**src/rtl/regfile_read_arbiter.sv**
```systemverilog
`default_nettype none
// ============================================================================
// Module   : regfile_read_arbiter
// Purpose  : Shares the register file's single read mux among NUM_REQ
//            requesters. Round-robin arbitration with valid/ready handshakes;
//            the granted address drives the mux select and the mux output is
//            captured into a one-entry response slot tagged with the ID of
//            the requester that was served.
// Ports    : clk, reset       - clock (rising edge), async active-high reset
//            req_valid/ready  - per-requester handshake (ready is one-hot)
//            req_addr         - packed addresses, requester i at [i*ADDR_W +: ADDR_W]
//            mux_sel/mux_data - select to, and data from, the register read mux
//            rsp_valid/ready  - response slot handshake
//            rsp_id/rsp_data  - requester index and read data of the response
// Revision : 1.0 - initial release
// ============================================================================
module regfile_read_arbiter #(
    parameter int NUM_REQ  = 4,
    parameter int ADDR_W   = 5,
    parameter int DATA_W   = 32,
    parameter int ZERO_REG = 1,
    localparam int ID_W    = $clog2(NUM_REQ)
) (
    input  logic                      clk,
    input  logic                      reset,
    input  logic [NUM_REQ-1:0]        req_valid,
    input  logic [NUM_REQ*ADDR_W-1:0] req_addr,
    output logic [NUM_REQ-1:0]        req_ready,
    output logic [ADDR_W-1:0]         mux_sel,
    input  logic [DATA_W-1:0]         mux_data,
    output logic                      rsp_valid,
    output logic [ID_W-1:0]           rsp_id,
    output logic [DATA_W-1:0]         rsp_data,
    input  logic                      rsp_ready
);

    typedef enum logic [0:0] {
        EMPTY = 1'b0,
        FULL  = 1'b1
    } slot_t;

    slot_t             state;
    slot_t             state_nxt;
    logic [ID_W-1:0]   rr_ptr;
    logic [ID_W-1:0]   winner;
    logic              any_valid;
    logic              can_accept;
    logic              accept;
    logic              addr_is_zero_reg;
    int                idx;

    // Round-robin scan starting at rr_ptr; the first valid requester wins.
    always_comb begin
        any_valid = 1'b0;
        winner    = '0;
        idx       = 0;
        for (int k = 0; k < NUM_REQ; k++) begin
            idx = int'(rr_ptr) + k;
            if (idx >= NUM_REQ) begin
                idx = idx - NUM_REQ;
            end
            if (!any_valid && req_valid[idx[ID_W-1:0]]) begin
                any_valid = 1'b1;
                winner    = idx[ID_W-1:0];
            end
        end
    end

    // The slot can take a new entry when empty or when it drains this cycle.
    assign can_accept = (state == EMPTY) || rsp_ready;
    assign accept     = any_valid && can_accept;

    // Select is driven even when the grant is blocked so mux_data has already
    // settled by the cycle in which acceptance finally happens.
    assign mux_sel = any_valid ? req_addr[winner*ADDR_W +: ADDR_W] : '0;

    assign addr_is_zero_reg = (ZERO_REG != 0) && (mux_sel == {ADDR_W{1'b1}});

    always_comb begin
        req_ready = '0;
        if (accept) begin
            req_ready[winner] = 1'b1;
        end
    end

    // Slot FSM: next-state logic.
    always_comb begin
        state_nxt = state;
        case (state)
            EMPTY: begin
                if (any_valid) begin
                    state_nxt = FULL;
                end
            end
            FULL: begin
                if (rsp_ready) begin
                    state_nxt = any_valid ? FULL : EMPTY;
                end
            end
            default: state_nxt = EMPTY;
        endcase
    end

    always_ff @(posedge clk or posedge reset) begin
        if (reset) begin
            state <= EMPTY;
        end else begin
            state <= state_nxt;
        end
    end

    // Response payload and round-robin pointer move only on an accept.
    always_ff @(posedge clk or posedge reset) begin
        if (reset) begin
            rsp_id   <= '0;
            rsp_data <= '0;
            rr_ptr   <= '0;
        end else if (accept) begin
            rsp_id   <= winner;
            rsp_data <= addr_is_zero_reg ? '0 : mux_data;
            rr_ptr   <= (winner == ID_W'(NUM_REQ - 1)) ? '0 : winner + 1'b1;
        end
    end

    // Registered-only path: rsp_valid never depends on rsp_ready combinationally.
    assign rsp_valid = (state == FULL);

endmodule
`default_nettype wire

```
**config.mk**
```make
export PLATFORM = sky130hd
export DESIGN_NAME = regfile_read_arbiter
export DESIGN_NICKNAME = d
export VERILOG_FILES = /design/src/rtl/regfile_read_arbiter.sv
export SDC_FILE = /design/constraint.sdc
export NUM_CORES = 1
export LEC_CHECK = 0
export BUFFER_PORTS_ARGS = -buffer_cell sky130_fd_sc_hd__buf_2
export CAP_MARGIN = 20
export CORE_MARGIN = 1
export CORE_UTILIZATION = 30
export CTS_CLUSTER_SIZE = 12
export DETAILED_ROUTE_END_ITERATION = 7
export SYNTH_ARGS = -nofsm -noshare
export SYNTH_HDL_FRONTEND = slang
export SYNTH_SLANG_ARGS = --single-unit
export TNS_END_PERCENT = 10
```
**constraint.sdc**
```tcl
create_clock -name clk -period 3.37 [get_ports clk]
set_input_delay 0.674 -clock clk [delete_from_list [all_inputs] [get_ports clk]]
set_output_delay 0.674 -clock clk [all_outputs]
set_load 0.03 [all_outputs]
```
==> parameters.txt <==
Parameter                              Value

Run status
  Outcome    finished clean

Placed design
  Half-perimeter wire length after detailed placement    3340 um
  IO buf count    102
  Routability Congestion    0.732

Layout
  Net count of the finished layout    341
  Layout filler cell count    685
  Multi-input combinational cell area    1030 um^2
  Antenna Cells    0
  Area Growth Syn to Fin    32.8%
  Area of all sequential standard cells    926 um^2
  Layout cell share with drive strength beyond 1    56.6%

Worst setup path
  Setup crit start kind    register
  Class of the most critical setup path    reg2out
  Crit path max-delay family    simple AND/OR/NAND/NOR gates
  Largest driver fanout on the critical path    13
  Depth of the worst register-to-register path    9
  Largest stage delay on the critical path    0.49 ns
  Master of the slowest instance on the critical path    or3_4
  Count of cell instances traversed by the critical path    8
  CP endpoint kind    output pin
  Cells along the critical path    mux2i_1 > and2_0 > or3_4 > clkinv_4 > a21oi_1 > a22o_4 > nor2_1 > buf_2
  Count of buffering cells on the critical path with inverters included    2
  CP Data Arrival Time    2.31 ns
  Data required time at the worst endpoint    2.70 ns

Floorplan
  I/O pins    103
  Chip height    85.9 um
  Initial core utilization    31.0%
  Die Footprint    7370 um^2
  Die Wd    85.9 um
  Area of the placeable core    6790 um^2
  Number of core rows    30

Routing
  Remaining antenna violation count after routing    0
  Vias post-DR    1635
  Avg Vias per Cell    4.36
  Initial DRC Count    20
  Number of search-and-repair iterations in the first detailed-routing pass    4
  Final routed wirelength across all metal layers    4690 um
  Final routed DRC violation total    0
  WL/cell    12.5 um

Timing
  Total negative slack for setup checks    0 ns
  Final setup vio count    0
  Unrepaired setup endpoints after global routing    false
  Transition time of the tightest slew-check pin    0.894 ns
  Highest clock rate    335 MHz
  Hold Fails Final Rpt    0
  Final critical-path required period    2.98 ns
  Share of the cycle needed by the critical path after routing    88.5%
  Post-route clock skew    0.00572 ns
  Number of max-slew violations in the final report    0
  Worst rel slew slack    40.3%

Clocking
  CTS Hold Buffers Added    0
  Clock net sink count    37
  Number of levels in the clock H-tree    2
  Num CTS Buffers    5
  Post-CTS Resized    0
  Buffer count from post-CTS setup fixing    0
  Clock Pin Slew Worst Setup and Hold Paths    0.06 ns
  CTS tree    done
  Clk Latency, worst-skew pair    0.28 ns
  Clk buf depth    2
  CTS root buf    clkbuf_8

Power and ir drop
  Total power per unit cell area    686 nW/um^2
  VDD IR max    0.265 mV
  Leakage    1.40 nW
  Post-route total power    1.92 mW

Synth
  Proportion of synthesized chip area in sequential cells    43.9%
  Share of flip-flops with an asynchronous set or reset    100%
  Synth top area share    43.9%
  Largest cells by area after synthesis    dfrtp_1, mux2i_1, a21oi_2
  Most common cell in the synthesized netlist    mux2i_1
  Top_reg_cell synth    dfrtp_1
  Cell count after synthesis    175
  Number of distinct library cells after synthesis    28
  Net count of the mapped netlist    238
  Synthesized cell area    2110 um^2
  Number of enable-type register cells in the synthesized netlist    0
  Ranking of synthesized cells by instance count    mux2i_1, dfrtp_1, a21oi_2
  Yosys warning count    0
  Avg Cell Area, Syn    12.1 um^2
  Most area-hungry cell type in the Yosys netlist    dfrtp_1
  Flops & latches, synth    37

Global routing
  Antenna violations before repair    0
  First-pass GRT wire length    7330 um
  Pin count of the biggest net entering global routing    33
  All-layer global routing usage    12.7%
  Overflow left after global routing    0
  Via count of the first global-routing pass    1542

Hold path
  Cells on Worst Hold Path    1
  Type of the worst min-delay path    reg2reg

Run
  Reported max-cap violation count    0
==> state kept, by name, summed over array words and instances (netlist names) <==
signal	cells
rsp_data	32
rr_ptr	2
rsp_id	2
rsp_valid	1
==> power breakdown <==
part / internal [mW] / switching, mW / leakage (nW)
Clock: 0.241 / 0.146 / 0.0585
Combinational: 0.320 / 0.617 / 0.905
Sequential: 0.539 / 0.0576 / 0.432
Total: 1.10 / 0.821 / 1.40
==> cells by family (layout without fill, tap and decap cells) <==
logic type	count (synthesis)	in the layout	synth area share (%)
buffers and inverters	18	122	8.07
AOI/OAI and AO/OA	48	48	18.5
DFF	37	37	43.9
and+or+nand+nor	27	27	7.53
adders and majority gates	4	4	2.37
muxes	41	41	19.6
==> path summary, 6_finish.rpt <==
kind,from,endpoint,slack [ns]
worst min register to register,rsp_id[0]$_DFFE_PP0P_,rsp_id[0]$_DFFE_PP0P_,0.51
worst max-delay path,rr_ptr[1]$_DFFE_PP0P_,mux_sel[0],0.39
worst max register to register,rr_ptr[1]$_DFFE_PP0P_,rsp_data[31]$_DFFE_PP0P_,0.79
max in group asynchronous,reset,rr_ptr[0]$_DFFE_PP0P_,2.08
min in group asynchronous,reset,rsp_data[22]$_DFFE_PP0P_,0.58
worst min-delay path,rsp_id[0]$_DFFE_PP0P_,rsp_id[0]$_DFFE_PP0P_,0.51
==> area by class of cell <==
class	count	share of cell area [%]
Timing Repair Buffer	108	20.7
Sequential cell	37	33.1
Clock buffer	7	3.08
Clock inverter	1	1.07
Multi-Input combinational cell	120	36.8
Inverter	6	0.983
Tap cell	96	4.29
==> cells in the final DEF, fill, tap and decap left out, types with 2 or more instances in the layout <==
cell        n
buf_12      2
a21o_2      2
a21oi_2    31
nand2_1     5
dfrtp_1    37
clkbuf_8    6
buf_4       4
and2_1      4
ha_1        4
mux2_2      3
a21oi_1     8
buf_2     102
mux2i_1    38
a22o_1      3
inv_1       5
nor2_1      9
nand2b_1    2
==> metrics by stage <==
step | hold WS, ns | worst slack (ns) | std cells | util, % | cell area (um^2)
2_1_floorplan | 0.550 | 0.488 | 175 | - | 2110
3_3_place_gp | 0.492 | 0.400 | 367 | 39.5 | 2690
3_5_place_dp | 0.497 | 0.389 | 367 | 39.5 | 2690
4_1_cts | 0.514 | 0.369 | 375 | 41.2 | 2800
5_1_grt | 0.531 | 0.266 | 375 | 41.2 | 2800
6_report | 0.507 | 0.388 | 375 | 41.2 | 2800
==> routing by layer <==
metal | vias up | GRT usage (%) | wire length (um)
li1 | 819 | - | -
met1 | 751 | 15.8 | 2150
met2 | 63 | 21.4 | 2240
met3 | 2 | 3.08 | 270
met4 | 0 | 4.55 | 23
met5 | - | 0 | 0
(Power assumes the default switching activity.)
